[src/rtl/mem2serial_fmt.sv]
// mem2serial_fmt: pops DW-bit words from a FIFO and streams each one MSB-first
// to a UART, as raw bytes or lowercase ASCII hex, followed by a 0-2 byte trailer.
// Ports:
//   clock, reset             - rising-edge clock, synchronous active-low reset
//   read_clock_enable        - one-cycle FIFO pop strobe
//   read_data, read_empty    - FIFO data (valid the cycle after the pop) and empty flag
//   hex_mode                 - 0 raw, 1 hex; captured when a word is latched
//   uart_ready               - UART can accept a byte
//   uart_data                - byte to transmit
//   uart_clock_enable        - byte strobe, held until uart_ready drops
//   busy                     - high whenever not idle
//   word_count               - completed words (data plus trailer), wrapping
module mem2serial_fmt #(
   parameter int unsigned DW          = 48,
   parameter int unsigned TRAILER_LEN = 1,
   parameter logic [15:0] TRAILER     = 16'h0d0a
) (
   input  logic          clock,
   input  logic          reset,
   output logic          read_clock_enable,
   input  logic [DW-1:0] read_data,
   input  logic          read_empty,
   input  logic          hex_mode,
   input  logic          uart_ready,
   output logic [7:0]    uart_data,
   output logic          uart_clock_enable,
   output logic          busy,
   output logic [15:0]   word_count
);

   localparam int unsigned NB = DW / 8;
   localparam int unsigned CW = $clog2(2 * NB + 1);

   typedef enum logic [2:0] {
      S_IDLE,
      S_POP,
      S_LOAD,
      S_SEND,
      S_WAIT_ACK,
      S_TRAIL,
      S_WAIT_TRAIL
   } state_t;

   state_t          r_state;
   logic [DW-1:0]   r_shift;
   logic            r_hex;
   logic [CW-1:0]   r_cnt;
   logic            r_tidx;
   logic            r_rce;
   logic            r_uce;
   logic [7:0]      r_data;
   logic            r_busy;
   logic [15:0]     r_wcount;

   state_t          w_state_nxt;
   logic [DW-1:0]   w_shift_nxt;
   logic            w_hex_nxt;
   logic [CW-1:0]   w_cnt_nxt;
   logic            w_tidx_nxt;
   logic            w_rce_nxt;
   logic            w_uce_nxt;
   logic [7:0]      w_data_nxt;
   logic            w_busy_nxt;
   logic [15:0]     w_wcount_nxt;

   logic [3:0]      w_nib;
   logic [7:0]      w_hex_chr;
   logic [7:0]      w_trail_byte;

   // Top nibble to lowercase ASCII hex ('a' - 10 = 8'h57)
   assign w_nib     = r_shift[DW-1 -: 4];
   assign w_hex_chr = (w_nib < 4'd10) ? (8'h30 + {4'h0, w_nib})
                                      : (8'h57 + {4'h0, w_nib});

   // Trailer index 1 selects the high byte, so a 2-byte trailer counts 1 -> 0
   assign w_trail_byte = r_tidx ? TRAILER[15:8] : TRAILER[7:0];

   // Next-state and next-output logic
   always_comb begin
      w_state_nxt  = r_state;
      w_shift_nxt  = r_shift;
      w_hex_nxt    = r_hex;
      w_cnt_nxt    = r_cnt;
      w_tidx_nxt   = r_tidx;
      w_rce_nxt    = 1'b0;
      w_uce_nxt    = r_uce;
      w_data_nxt   = r_data;
      w_wcount_nxt = r_wcount;

      case (r_state)
         S_IDLE: begin
            if (!read_empty) begin
               w_rce_nxt   = 1'b1;
               w_state_nxt = S_POP;
            end
         end
         S_POP: begin
            w_state_nxt = S_LOAD;
         end
         S_LOAD: begin
            w_shift_nxt = read_data;
            w_hex_nxt   = hex_mode;
            w_cnt_nxt   = hex_mode ? CW'(2 * NB) : CW'(NB);
            w_state_nxt = S_SEND;
         end
         S_SEND: begin
            if (uart_ready) begin
               w_uce_nxt   = 1'b1;
               w_data_nxt  = r_hex ? w_hex_chr : r_shift[DW-1 -: 8];
               w_shift_nxt = r_hex ? (r_shift << 4) : (r_shift << 8);
               w_cnt_nxt   = r_cnt - CW'(1);
               w_state_nxt = S_WAIT_ACK;
            end
         end
         S_WAIT_ACK: begin
            if (!uart_ready) begin
               w_uce_nxt = 1'b0;
               if (r_cnt != '0) begin
                  w_state_nxt = S_SEND;
               end else if (TRAILER_LEN == 0) begin
                  w_wcount_nxt = r_wcount + 16'd1;
                  w_state_nxt  = S_IDLE;
               end else begin
                  w_tidx_nxt  = (TRAILER_LEN == 2);
                  w_state_nxt = S_TRAIL;
               end
            end
         end
         S_TRAIL: begin
            if (uart_ready) begin
               w_uce_nxt   = 1'b1;
               w_data_nxt  = w_trail_byte;
               w_state_nxt = S_WAIT_TRAIL;
            end
         end
         S_WAIT_TRAIL: begin
            if (!uart_ready) begin
               w_uce_nxt = 1'b0;
               if (r_tidx) begin
                  w_tidx_nxt  = 1'b0;
                  w_state_nxt = S_TRAIL;
               end else begin
                  w_wcount_nxt = r_wcount + 16'd1;
                  w_state_nxt  = S_IDLE;
               end
            end
         end
         default: begin
            w_state_nxt = S_IDLE;
         end
      endcase

      w_busy_nxt = (w_state_nxt != S_IDLE);
   end

   // State and output registers
   always_ff @(posedge clock) begin
      if (!reset) begin
         r_state  <= S_IDLE;
         r_shift  <= '0;
         r_hex    <= 1'b0;
         r_cnt    <= '0;
         r_tidx   <= 1'b0;
         r_rce    <= 1'b0;
         r_uce    <= 1'b0;
         r_data   <= 8'h00;
         r_busy   <= 1'b0;
         r_wcount <= 16'h0000;
      end else begin
         r_state  <= w_state_nxt;
         r_shift  <= w_shift_nxt;
         r_hex    <= w_hex_nxt;
         r_cnt    <= w_cnt_nxt;
         r_tidx   <= w_tidx_nxt;
         r_rce    <= w_rce_nxt;
         r_uce    <= w_uce_nxt;
         r_data   <= w_data_nxt;
         r_busy   <= w_busy_nxt;
         r_wcount <= w_wcount_nxt;
      end
   end

   assign read_clock_enable = r_rce;
   assign uart_clock_enable = r_uce;
   assign uart_data         = r_data;
   assign busy              = r_busy;
   assign word_count        = r_wcount;

endmodule

[config.mk]
export PLATFORM = sky130hd
export DESIGN_NAME = mem2serial_fmt
export DESIGN_NICKNAME = d
export VERILOG_FILES = /design/src/rtl/mem2serial_fmt.sv
export SDC_FILE = /design/constraint.sdc
export NUM_CORES = 1
export LEC_CHECK = 0
export CORE_MARGIN = 4
export CORE_UTILIZATION = 45
export CTS_CLUSTER_DIAMETER = 150
export DETAILED_ROUTE_END_ITERATION = 16
export GPL_TIMING_DRIVEN = 1
export PLACE_DENSITY = 0.8
export SETUP_SLACK_MARGIN = 0.2
export SYNTH_ARGS = -nofsm -noshare
export SYNTH_HDL_FRONTEND = slang
export SYNTH_SLANG_ARGS = --single-unit
[constraint.sdc]
create_clock -name clock -period 1.95 [get_ports clock]
set_clock_uncertainty 0.1 [all_clocks]
set_input_delay 0.195 -clock clock [delete_from_list [all_inputs] [get_ports clock]]
set_output_delay 0.195 -clock clock [all_outputs]
set_load 0.02 [all_outputs]
# Word level (Yosys, flattened, before mapping)
# Cells that the tools add are included.
[totals]
regBits = 84
output_inout_bits = 27
wordCells = 72
input_bits = 53
[classes]
magnitude_cmp = 1
muxes = 27
eq_ne = 13
bitwise = 2
add_sub_neg = 4
reduce_logical = 15
[ops]
columns = ["op", "n"]
rows = [
  ["48-bit 2-to-1 mux", 2],
  ["48-bit case mux with 2 select lines", 1],
  ["8-bit 2-to-1 mux", 4],
  ["3-bit 2-to-1 mux", 8],
  ["3-bit case mux with 7 select lines", 1],
  ["16-bit by 1-bit adder with 16-bit output (second input constant)", 1],
  ["8-bit case mux with 2 select lines", 1],
  ["2-bit != test (second input constant)", 6],
  ["3-bit == test (second input constant)", 3],
  ["3-bit AND reduction", 3],
  ["7-bit by 4-bit adder with 8-bit output (first input constant)", 1],
  ["4-bit 2-to-1 mux", 2],
  ["4-bit case mux with 2 select lines", 1],
  ["2-bit nonzero test", 4],
  ["6-bit by 4-bit adder with 7-bit output (first input constant)", 1],
  ["3-bit by 2-bit == test with 1-bit output (second input constant)", 2],
  ["1-bit 2-to-1 mux", 5],
  ["4-bit < comparator (second input constant)", 1],
  ["1-bit case mux with 2 select lines", 2],
  ["2-bit AND reduction", 2],
  ["4-bit AND reduction", 1],
  ["4-bit nonzero test", 1],
  ["2-bit OR reduction", 2],
  ["4-bit by 1-bit subtractor with 4-bit output (second input constant)", 1],
  ["other kinds (5)", 6],
]

# Longest topological paths before layout
[logic_depth]
ltp_word = 5
mapped_depth = 7
depth_no_buf = 6

# Worst setup path after synthesis
# OpenSTA, ideal clock, no wires.
[synth_timing]
kind = "reg2reg"
from = "reg r_wcount[3] (netlist: word_count[3])"
to = "reg r_wcount[14] (netlist: word_count[14])"
path_stages_with_launch = 6
period_less_slack_ns = 1.858
required_time_ns = 1.780
arrival_ns = 1.687
path_slack_ns = 0.092
setup_time_ns = 0.070
path_cell_list = "dfxtp_1 and4_1 nand4_1 clkbuf_1 or4_1 a21oi_1"
[synth_via]
elab_chain_cells = 1
[synth_rtl]
columns = ["element", "line_no", "text"]
rows = [
  ["start, declared", "53", "logic [15:0] r_wcount;"],
  ["start signal, assigned", "179", "r_wcount <= w_wcount_nxt;"],
  ["16-bit by 1-bit adder with 16-bit output", "143", "w_wcount_nxt = r_wcount + 16'd1;"],
]
# Every way passes these cells.
# A chain may end at the register's enable or synchronous reset.

# Final worst setup path
[layout_timing]
from = "reg r_state[1]"
to = "reg r_wcount[12] (netlist: word_count[12])"
[layout_via]
elab_chain_cells = 2
[layout_rtl]
columns = ["element", "line_no", "text"]
rows = [
  ["start, declared", "44", "state_t r_state;"],
  ["start signal, assigned", "170", "r_state <= w_state_nxt;"],
  ["3-bit == test", "90", "case (r_state)"],
  ["3-bit AND reduction (no line)", "--", ""],
]
# Every way passes these cells.

==> reports/qor.csv <==
stage,metric,value,unit
worst_hold_path,holdPathStages,2,
worst_hold_path,min-delay-start,uart_data[6],
floorplan,die_x,104,µm
setup_path,required,2.13,ns
grt,grt_overflow_total,0,
grt,antenna_found_initial,0,
cts,cts_tree,done,
cells_and_area,seqCellArea,1690,µm²
pwr,power_density,665,nW/µm²
floorplan,io_pins,80,
routing,top_layer,met4,
worst_hold_path,hold_end,uart_data[6],
placed_design,numPortBuffers,79,
cts,htree_levels,3,
cells_and_area,area_growth,32.8,%
placed_design,place.gp.congestion,0.846,
cells_and_area,design_area,5520,µm²
routing,wl_met1,5.03,mm
cells_and_area,multi_input_area,2300,µm²
sta,slew_violations,0,
sta,fin_crit_sh,0.879,
floorplan,design.die.area,10800,µm²
job,maxCapViolations,0,
floorplan,initial_core_util,0.470,
synthesis,seq_area_frac_synth,0.400,
synthesis,yosys-top-cells-count,"nand2_1 (104), dfxtp_1 (83), a21oi_1 (64), mux2i_1 (42), o211ai_1 (40)",
synthesis,synth_edf_count,0,
placed_design,placed_area,5210,µm²
synthesis,synth_nets,570,
synthesis,synth_top_area_cell,dfxtp_1,
routing,drcViolationCount,0,
setup_path,crit_path_start_kind,flop,
setup_path,reg2reg_to,word_count[12],
status,status,completed,
setup_path,end_kind,flop,
cts,clk_path_buf_depth,2,
cts,clockRootBuffer,clkbuf_8,
synthesis,synth.most_common_cell,nand2_1,
setup_path,arrival,1.89,ns
cts,cts-buffers-inserted,9,
sta,hold_viol_final,0,
cells_and_area,n_antenna_cell,0,
synthesis,synth_ff_type,dfxtp_1,
routing,dr_wl_met2,5.61,mm
routing,wl,11.4,mm
sta,tightest_slew,0.359,ns
cells_and_area,num-nets-final,654,
synthesis,synth.distinct_cells,46,
pwr,leakage,1.77,nW
routing,firstDrtPassIters,5,
synthesis,synth_area_per_cell,8.10,µm²
pwr,vdd_drop_max,0.367,mV
routing,routedWlPerCell,16.1,µm
synthesis,netlist_instances,513,
routing,wl_met3,621,µm
sta,timing.fmax,0.583,GHz
synthesis,synth_top_area_share,0.400,
setup_path,reg2reg_slack,0.24,ns
grt,gr-usage-all-layers,0.198,
grt,grt_max_degree,61,
sta,period_minus_slack,1.71,ns
sta,slew_headroom,0.759,
synthesis,synth.area.top_cells,"dfxtp_1 (40%), mux2i_1 (10%), nand2_1 (9.4%)",
cts,clkSlewWorstSetupHoldPaths,0.08,ns
cells_and_area,n_fill_cell,725,
synthesis,async_flop_share,0,
grt,grt_pass1_wl,18.2,mm
worst_hold_path,hp-class,flop to flop,
sta,worst_hold_slack,0.353,ns
routing,vias_per_cell,5.67,
synthesis,syn_area,4160,µm²
setup_path,critical_path_class,flop to flop,
synthesis,ys_ff_latch,83,
placed_design,dp.final_hpwl,7.80,mm
grt,grt_pass1_vias,3872,
setup_path,path_max_fanout,7,
floorplan,rows,34,
floorplan,core,8850,µm²
setup_path,rr_worst_depth,4,
cells_and_area,drive_above_1_share,0.126,
cts,cts_num_sinks,83,
sta,rsz0062_at_grt,yes,
setup_path,rr_startpoint,r_state[1],
routing,ant_nets,0,
routing,vias,4028,
synthesis,yosys_warnings,0,
cts,clkLatencyLatePin,0.35,ns
sta,tns,0,ns
routing,drtIter0Drc,210,
floorplan,die_y,104,µm
sta,finalSetupViolations,0,
worst max path at each step:
| stage | from | to | slack, ns | depth (start not counted) |
|---|---|---|---|---|
| 2_1_floorplan | word_count[3] | word_count[14] | 0.21 | 5 |
| 3_3_place_gp | uart_ready | word_count[12] | -0.05 | 5 |
| 3_5_place_dp | uart_ready | word_count[12] | -0.07 | 5 |
| 4_1_cts | word_count[0] | word_count[12] | 0.19 | 5 |
| 5_1_grt | r_state[1] | word_count[12] | 0.16 | 4 |
| 6_report | r_state[1] | word_count[12] | 0.24 | 4 |
area by class of cell:
type                            count  area share
Multi-Input combinational cell    376       0.417
Inverter                           12     0.00816
Clock buffer                       12      0.0245
Timing Repair Buffer              115       0.210
Sequential cell                    83       0.307
Clock inverter                      4     0.00930
Tap cell                          108      0.0245
report_power, final:
group          internal, mW  leakage, nW  switching [mW]
clock network         0.594       0.0906           0.606
registers              1.77        0.681          0.0758
logic                 0.306        0.995           0.319
what timing repair did:
action,in CTS,in global routing
gates cloned,0,2
buffers inserted,0,4
pin swaps,0,3
hold endpoints to repair,0,0
hold buffers,0,0
setup endpoints to repair,6,15
gates resized for setup,4,18
cells by family after synthesis:
family / share of synthesized area
adder cells (fa/ha/maj): 0.0120
AO/OA/AOI/OAI: 0.216
XOR/XNOR: 0.0232
buffers and inverters: 0.0524
multiplexers: 0.101
flip-flops: 0.400
AND/OR/NAND/NOR: 0.195
cells in the final DEF, fill, tap and decap left out, types with 4 or more instances in the layout:
master	Yosys	routed
dfxtp_2	0	7
inv_1	11	10
nand4_1	4	4
a211oi_1	4	4
or4_1	6	6
buf_12	0	4
o211ai_1	40	40
o31ai_1	5	5
nand3_1	12	12
a22oi_1	4	4
xor2_1	8	8
dfxtp_4	0	6
a311oi_1	5	5
nand2_1	104	104
clkdlybuf4s50_1	0	78
nor3_1	6	6
mux2i_1	42	42
dfxtp_1	83	70
a21oi_1	64	62
clkbuf_8	0	9
buf_4	2	28
o21ai_0	9	9
nor2_1	22	21
stage by stage:
| step | util | cells | power, mW | worst slack [ns] |
|---|---|---|---|---|
| 2_1_floorplan | - | 513 | 2.21 | 0.206 |
| 3_3_place_gp | 0.588 | 688 | 2.46 | -0.0483 |
| 3_5_place_dp | 0.588 | 688 | 2.48 | -0.0727 |
| 4_1_cts | 0.610 | 704 | 3.67 | 0.194 |
| 5_1_grt | 0.624 | 710 | 3.83 | 0.160 |
| 6_report | 0.624 | 710 | 3.67 | 0.236 |
flip-flops by register name, summed over array words and instances, names as in the netlist:
signal and cells:
busy 1, r_cnt 4, r_hex 1, r_shift 48, r_state 3, read_clock_enable 1
uart_clock_enable 1, uart_data 8, word_count 16
per-layer routing:
layer  vias to the layer above  GRT usage
met5                         -          0
met4                         0     0.0655
met3                        14     0.0292
met2                       121      0.338
met1                      1896      0.255
li1                       1997          -
worst max-delay path, stage by stage (launching register included):
cell	delay (ns)
dfxtp_2	0.40
and4bb_2	0.35
nand2_1	0.14
or4_1	0.51
a21oi_1	0.15
No activity file was read; power rests on OpenSTA's default activity.
